## src/rtl/pacman_pkg.sv

```systemverilog
// Shared types and constants for the pacman map writer: cell codes, FSM states,
// coordinate widths and the map address mapping.
package pacman_pkg;

    localparam int MAP_W  = 40;
    localparam int MAP_H  = 30;
    localparam int X_W    = 6;
    localparam int Y_W    = 5;
    localparam int ADDR_W = X_W + Y_W;

    typedef enum logic [1:0] {
        EMPTY  = 2'd0,
        WALL   = 2'd1,
        DOT    = 2'd2,
        PACMAN = 2'd3
    } cell_t;

    typedef enum logic [2:0] {
        S_IDLE,
        S_BOUND,
        S_READ,
        S_CHECK,
        S_ERASE,
        S_DRAW,
        S_DONE,
        S_BLOCK
    } state_t;

    // Row-major map address: the row occupies the upper bits.
    function automatic logic [ADDR_W-1:0] map_addr(input logic [X_W-1:0] x,
                                                   input logic [Y_W-1:0] y);
        return {y, x};
    endfunction

endpackage

```

## src/rtl/pacman_map_writer_if.sv

```systemverilog
// Map RAM port: the writer drives address/write data/enable and receives read
// data one cycle after the address.
interface pacman_map_writer_if;
    import pacman_pkg::*;

    logic [ADDR_W-1:0] ram_addr;
    cell_t             ram_wdata;
    logic              ram_we;
    cell_t             ram_rdata;

    modport master (output ram_addr, output ram_wdata, output ram_we, input ram_rdata);
    modport slave  (input ram_addr, input ram_wdata, input ram_we, output ram_rdata);

endinterface

```

## src/rtl/sat_counter.sv

```systemverilog
// Up counter that holds at its all-ones value instead of wrapping.
module sat_counter #(
    parameter int CNT_W = 10
) (
    input  logic             clk,
    input  logic             rst,
    input  logic             inc,
    input  logic             clear,
    output logic [CNT_W-1:0] count
);

    always_ff @(posedge clk or posedge rst) begin
        if (rst) begin
            count <= '0;
        end else if (clear) begin
            count <= '0;
        end else if (inc && (count != '1)) begin
            count <= count + 1'b1;
        end
    end

endmodule

```

## src/rtl/pacman_map_writer.sv

```systemverilog
// Commits pacman moves into the map RAM: bounds check, wall check via a RAM read,
// then erase the old cell, draw the new one, and report done or blocked.
module pacman_map_writer #(
    parameter int MAP_W = pacman_pkg::MAP_W,
    parameter int MAP_H = pacman_pkg::MAP_H,
    parameter int CNT_W = 10
) (
    input  logic                  CLOCK_50,
    input  logic                  reset,
    input  logic [5:0]            curr_pacman_x,
    input  logic [4:0]            curr_pacman_y,
    input  logic [5:0]            next_pacman_x,
    input  logic [4:0]            next_pacman_y,
    pacman_map_writer_if.master   ram,
    output logic                  done,
    output logic                  blocked,
    output logic                  dot_eaten,
    output logic [CNT_W-1:0]      dot_count,
    output pacman_pkg::state_t    fsm_state
);
    import pacman_pkg::*;

    localparam logic [X_W-1:0] X_LIM = X_W'(MAP_W);
    localparam logic [Y_W-1:0] Y_LIM = Y_W'(MAP_H);

    state_t          state;
    state_t          state_nx;
    logic [X_W-1:0]  snap_cx;
    logic [Y_W-1:0]  snap_cy;
    logic [X_W-1:0]  snap_nx;
    logic [Y_W-1:0]  snap_ny;
    logic            is_dot;
    logic            req;

    assign req = {next_pacman_x, next_pacman_y} != {curr_pacman_x, curr_pacman_y};

    always_ff @(posedge CLOCK_50 or posedge reset) begin
        if (reset) begin
            state <= S_IDLE;
        end else begin
            state <= state_nx;
        end
    end

    // Coordinates are frozen at acceptance; input changes mid-move are ignored.
    always_ff @(posedge CLOCK_50 or posedge reset) begin
        if (reset) begin
            snap_cx <= '0;
            snap_cy <= '0;
            snap_nx <= '0;
            snap_ny <= '0;
            is_dot  <= 1'b0;
        end else begin
            if ((state == S_IDLE) && req) begin
                snap_cx <= curr_pacman_x;
                snap_cy <= curr_pacman_y;
                snap_nx <= next_pacman_x;
                snap_ny <= next_pacman_y;
            end
            if (state == S_CHECK) begin
                is_dot <= (ram.ram_rdata == DOT);
            end
        end
    end

    always_comb begin
        state_nx      = state;
        ram.ram_addr  = '0;
        ram.ram_wdata = EMPTY;
        ram.ram_we    = 1'b0;
        done          = 1'b0;
        blocked       = 1'b0;
        dot_eaten     = 1'b0;
        case (state)
            S_IDLE:  if (req) state_nx = S_BOUND;
            // Underflow past column/row 0 wraps to 63/31 and lands here as well.
            S_BOUND: state_nx = ((snap_nx >= X_LIM) || (snap_ny >= Y_LIM)) ? S_BLOCK : S_READ;
            S_READ: begin
                ram.ram_addr = map_addr(snap_nx, snap_ny);
                state_nx     = S_CHECK;
            end
            S_CHECK: state_nx = (ram.ram_rdata == WALL) ? S_BLOCK : S_ERASE;
            S_ERASE: begin
                ram.ram_we    = 1'b1;
                ram.ram_addr  = map_addr(snap_cx, snap_cy);
                ram.ram_wdata = EMPTY;
                state_nx      = S_DRAW;
            end
            S_DRAW: begin
                ram.ram_we    = 1'b1;
                ram.ram_addr  = map_addr(snap_nx, snap_ny);
                ram.ram_wdata = PACMAN;
                state_nx      = S_DONE;
            end
            S_DONE: begin
                done      = 1'b1;
                dot_eaten = is_dot;
                state_nx  = S_IDLE;
            end
            S_BLOCK: begin
                blocked  = 1'b1;
                state_nx = S_IDLE;
            end
        endcase
    end

    sat_counter #(.CNT_W(CNT_W)) u_dot_cnt (
        .clk   (CLOCK_50),
        .rst   (reset),
        .inc   ((state == S_DONE) && is_dot),
        .clear (1'b0),
        .count (dot_count)
    );

    assign fsm_state = state;

endmodule

```

## src/flat_wrapper.sv

```systemverilog
// flat-port wrapper written by rule: the top's interface ports become plain ports
module pacman_map_writer_flat import pacman_pkg::*;
#(
    parameter int MAP_W = pacman_pkg::MAP_W,
    parameter int MAP_H = pacman_pkg::MAP_H,
    parameter int CNT_W = 10
)
  (CLOCK_50, reset, curr_pacman_x, curr_pacman_y, next_pacman_x, next_pacman_y, done, blocked, dot_eaten, dot_count, fsm_state, ram_ram_addr, ram_ram_wdata, ram_ram_we, ram_ram_rdata);
  pacman_map_writer_if ram_i ();
  input  logic CLOCK_50;
  input  logic reset;
  input  logic [5:0] curr_pacman_x;
  input  logic [4:0] curr_pacman_y;
  input  logic [5:0] next_pacman_x;
  input  logic [4:0] next_pacman_y;
  output logic done;
  output logic blocked;
  output logic dot_eaten;
  output logic [CNT_W-1:0] dot_count;
  output pacman_pkg::state_t fsm_state;
  output wire logic [$bits(ram_i.ram_addr)-1:0] ram_ram_addr;
  output wire logic [$bits(ram_i.ram_wdata)-1:0] ram_ram_wdata;
  output wire logic [$bits(ram_i.ram_we)-1:0] ram_ram_we;
  input wire logic [$bits(ram_i.ram_rdata)-1:0] ram_ram_rdata;
  assign ram_ram_addr = ram_i.ram_addr;
  assign ram_ram_wdata = ram_i.ram_wdata;
  assign ram_ram_we = ram_i.ram_we;
  assign ram_i.ram_rdata = ram_ram_rdata;
  pacman_map_writer #(.MAP_W(MAP_W), .MAP_H(MAP_H), .CNT_W(CNT_W)) u_core (.CLOCK_50(CLOCK_50), .reset(reset), .curr_pacman_x(curr_pacman_x), .curr_pacman_y(curr_pacman_y), .next_pacman_x(next_pacman_x), .next_pacman_y(next_pacman_y), .ram(ram_i), .done(done), .blocked(blocked), .dot_eaten(dot_eaten), .dot_count(dot_count), .fsm_state(fsm_state));
endmodule
```

## config.mk

```make
export PLATFORM = sky130hd
export DESIGN_NAME = pacman_map_writer_flat
export DESIGN_NICKNAME = d
export VERILOG_FILES = /design/src/rtl/pacman_pkg.sv /design/src/rtl/pacman_map_writer_if.sv /design/src/rtl/sat_counter.sv /design/src/rtl/pacman_map_writer.sv /design/src/flat_wrapper.sv
export SDC_FILE = /design/constraint.sdc
export NUM_CORES = 1
export LEC_CHECK = 0
export CAP_MARGIN = 10
export CORE_AREA = 2 2 65 67
export DETAILED_ROUTE_END_ITERATION = 16
export DIE_AREA = 0 0 67 69
export GPL_TIMING_DRIVEN = 0
export HOLD_SLACK_MARGIN = 0.06
export PLACE_DENSITY_LB_ADDON = 0.25
export SKIP_LAST_GASP = 1
export SYNTH_ARGS = -nofsm -noshare
export SYNTH_HDL_FRONTEND = slang
export SYNTH_SLANG_ARGS = --single-unit
```

## constraint.sdc

```tcl
create_clock -name CLOCK_50 -period 2.6 [get_ports CLOCK_50]
set_input_delay 0.65 -clock CLOCK_50 [delete_from_list [all_inputs] [get_ports CLOCK_50]]
set_output_delay 0.65 -clock CLOCK_50 [all_outputs]
set_load 0.05 [all_outputs]
```

==> impl_metrics.yaml <==
run_status:
  status: "complete, no violations"
yosys:
  synth-main-ff-cell: "dfrtp_1"
  yosysWarnings: 0
  synth.ff_latch_count: 36
  synth_edf_count: 0
  syn_nets: 182
  avgSynthCellArea_sq_um: 12.5
  netlist_area_sq_mm: 0.00194
  async_flop_share_pct: 100
  synthDistinctLibCells: 35
  synthCells: 155
  yosysSeqAreaShare_pct: 46.4
routing:
  routed_via_density: 5.47
  drc_errors: 0
  dr_total_vias: 1494
  ant_nets: 0
  wirelength_microns: 4470
  drtIter0Drc: 41
  drt_pass1_iterations: 4
  wl_per_cell_microns: 16.4
die:
  fp.coreArea_sq_mm: 0.00391
  rows: 23
  die_h_microns: 69
  die_w_microns: 67
  dieArea_sq_mm: 0.00462
  start_util_pct: 49.6
  ios: 56
power:
  p_sw_mw: 1.55
  p_int_mw: 1.92
  p_leak_nw: 1.26
  worst_ir_drop_vdd_v: 0.000839
  p_per_area_mw_per_mm2: 1280
  swShare_pct: 44.6
  finalPower_mw: 3.47
  combPwrFrac_pct: 59.9
  seq_power_share_pct: 28.3
  p_clk_share_pct: 11.8
sta:
  finalCriticalPeriod_ns: 2.54
  fmax_mhz: 394
  holdWs_ns: 0.491
  tns_ns: 0
  slew_headroom_pct: 55.5
  rsz0062_at_grt: "false"
  fin_crit_sh_pct: 97.6
  fin_skew_ns: 0.00708
  final_max_slew_viol_count: 0
  worstMarginPinSlew_ns: 0.667
  setup_viol: 0
  hold_violations: 0
setup_path:
  ff2ff_setup_slack_ns: 0.67
  crit_fanout: 10
  r2r-start: "u_core.fsm_state[2]"
  path_delay_family: "buffers and inverters"
  crit_type: "reg2out"
  rr_endpoint: "u_core.snap_ny[0]"
  cp_slowest_cell: "dfrtp_1"
  reg2regPathDepth: 5
  cp_slowest_stage_delay_ns: 0.40
  crit_arrival_ns: 1.89
  cp-start-kind: "register"
  path_cells: "buf_4, and2_2, or2_1, clkbuf_4, a22o_2, buf_2"
  required_ns: 1.95
  end_kind: "primary output"
  crit_buf_inv: 3
placed_design:
  gp_congestion: 0.752
  dp_hpwl_microns: 3310
  port_buffers: 55
  dpl-instance-area_sq_mm: 0.00260
min_path:
  hold_class: "reg2reg"
  holdPathStages: 2
  min_to: "u_core.is_dot"
  hp-start: "u_core.is_dot"
global_route:
  grt_usage_pct: 20.9
  grt_pass1_vias: 1582
  antenna_found_initial: 0
  grt_max_degree: 23
  grt_pass1_wl_microns: 7380
  overflow: 0
cts:
  clk_path_buf_depth: 2
  cts_buffers: 5
  tritoncts: "done"
  cts.clk_slew.worst_paths_ns: 0.07
  insertion_delay_ns: 0.29
  root_buffer: "clkbuf_8"
  htreeDepth: 2
  clock-sinks: 36
job:
  maxCapViolCount: 0
cells_and_area:
  layout.nets: 249
  finish.instance_area_sq_mm: 0.00272
  area_growth_pct: 40.0
  layout-drive-gt1-share_pct: 32.7
  final_util_pct: 69.4
  diodes: 0
[cell usage in the layout (no fill, tap or decap), drive strengths merged, types with 2 or more instances in the layout]
| master | instances |
|---|---|
| or3 | 2 |
| xor2 | 16 |
| nand2 | 9 |
| mux2 | 25 |
| nand4 | 7 |
| a22o | 9 |
| clkbuf | 8 |
| clkdlybuf4s50 | 41 |
| clkinv | 2 |
| dlygate4sd2 | 4 |
| a211oi | 2 |
| inv | 3 |
| mux2i | 2 |
| nor4 | 2 |
| and3 | 3 |
| nor2 | 4 |
| a21oi | 2 |
| nand3b | 3 |
| nor3 | 4 |
| dfrtp | 36 |
| buf | 18 |
| xnor2 | 2 |
| o21ai | 5 |
| nand2b | 4 |
[layer usage]
metal / track usage (%) / vias up / part of all wire [%]
met5: 0 / - / 0
met4: 7.48 / 0 / 1.8
met3: 6.04 / 10 / 4.9
met2: 36.0 / 46 / 54
met1: 24.2 / 746 / 39
li1: - / 692 / -
[registers in the layout (all words and copies together), names as in the netlist]
| register | flops |
|---|---|
| u_core.u_dot_cnt.count | 10 |
| u_core.snap_cy | 5 |
| u_core.snap_ny | 5 |
| u_core.snap_cx | 6 |
| u_core.is_dot | 1 |
| u_core.snap_nx | 6 |
| u_core.fsm_state | 3 |
[area by class of cell]
| type | count | area, sq um |
|---|---|---|
| fillers | 317 | 1200 |
| multi-input cells | 110 | 1020 |
| flip-flops and latches | 36 | 903 |
| repair buffers | 60 | 578 |
| clock buffers | 6 | 82.6 |
| well taps | 50 | 62.6 |
| plain buffers | 6 | 50.0 |
| inverters | 3 | 11.3 |
| clock inverters | 2 | 10.0 |
[power by group through the flow]
stage | sequential, mW | combinational (mW) | clock, mW
2_1_floorplan | 1.07 | 1.38 | 0
3_3_place_gp | 0.985 | 1.99 | 0
3_5_place_dp | 1.01 | 2.03 | 0
4_1_cts | 0.978 | 2.01 | 0.417
5_1_grt | 1.01 | 2.18 | 0.446
6_report | 0.984 | 2.08 | 0.411
[worst min-delay path: stages, from the launching register on]
cell and delay [ns]:
dfrtp_1 0.35, nand2_1 0.05, o21ai_0 0.06
[cells in the mapped netlist (2+ instances only)]
master	count	area, sq um
a211oi_1	2	15.0
and3_1	3	18.8
a21oi_1	2	10.0
xor2_1	16	140
buf_6	2	22.5
dfrtp_1	36	901
inv_1	2	7.51
nand3b_1	3	22.5
nand2b_1	4	25.0
nor3_1	4	20.0
nor4_4	2	42.5
xnor2_1	2	17.5
nand4_1	7	43.8
mux2_4	20	300
nand2_1	9	33.8
nor2_1	4	15.0
o21ai_0	5	25.0
a22o_1	9	78.8
or3_1	2	12.5
mux2i_1	2	20.0
mux2_2	5	56.3
[metrics by stage]
stage          std cells  worst slack, ns
4_1_cts              272          -0.0969
6_report             273           0.0624
3_3_place_gp         260           -0.426
3_5_place_dp         261           -0.412
5_1_grt              273          0.00392
2_1_floorplan        155          -0.0222
[worst max path at each step]
stage                        start              end  slack (ns)  cells past startpoint
6_report       u_core.fsm_state[0]  ram_ram_addr[8]        0.06                      6
5_1_grt        u_core.fsm_state[0]  ram_ram_addr[8]       0.004                      6
4_1_cts        u_core.fsm_state[0]  ram_ram_addr[8]        -0.1                      6
3_5_place_dp   u_core.fsm_state[1]  ram_ram_addr[8]       -0.41                      4
3_3_place_gp   u_core.fsm_state[1]  ram_ram_addr[8]       -0.43                      4
2_1_floorplan  u_core.fsm_state[1]  ram_ram_addr[0]       -0.02                      6
[what timing repair did]
action / in CTS / in global routing
hold buffers: 0 / 0
setup endpoints to repair: 14 / 12
gates resized for setup: 52 / 21
pin swaps: 0 / 0
buffers inserted: 3 / 1
[cells by family (layout without fill, tap and decap cells)]
logic type,Yosys count,count (layout),synth area share [%]
xor+xnor,18,18,8.12
fa+ha+maj,1,1,0.645
flops,36,36,46.4
mux,27,27,19.4
simple gates,43,43,13.9
compound gates,21,21,8.70
buf+inv,9,77,2.84
No activity file was read; power rests on OpenSTA's default activity.
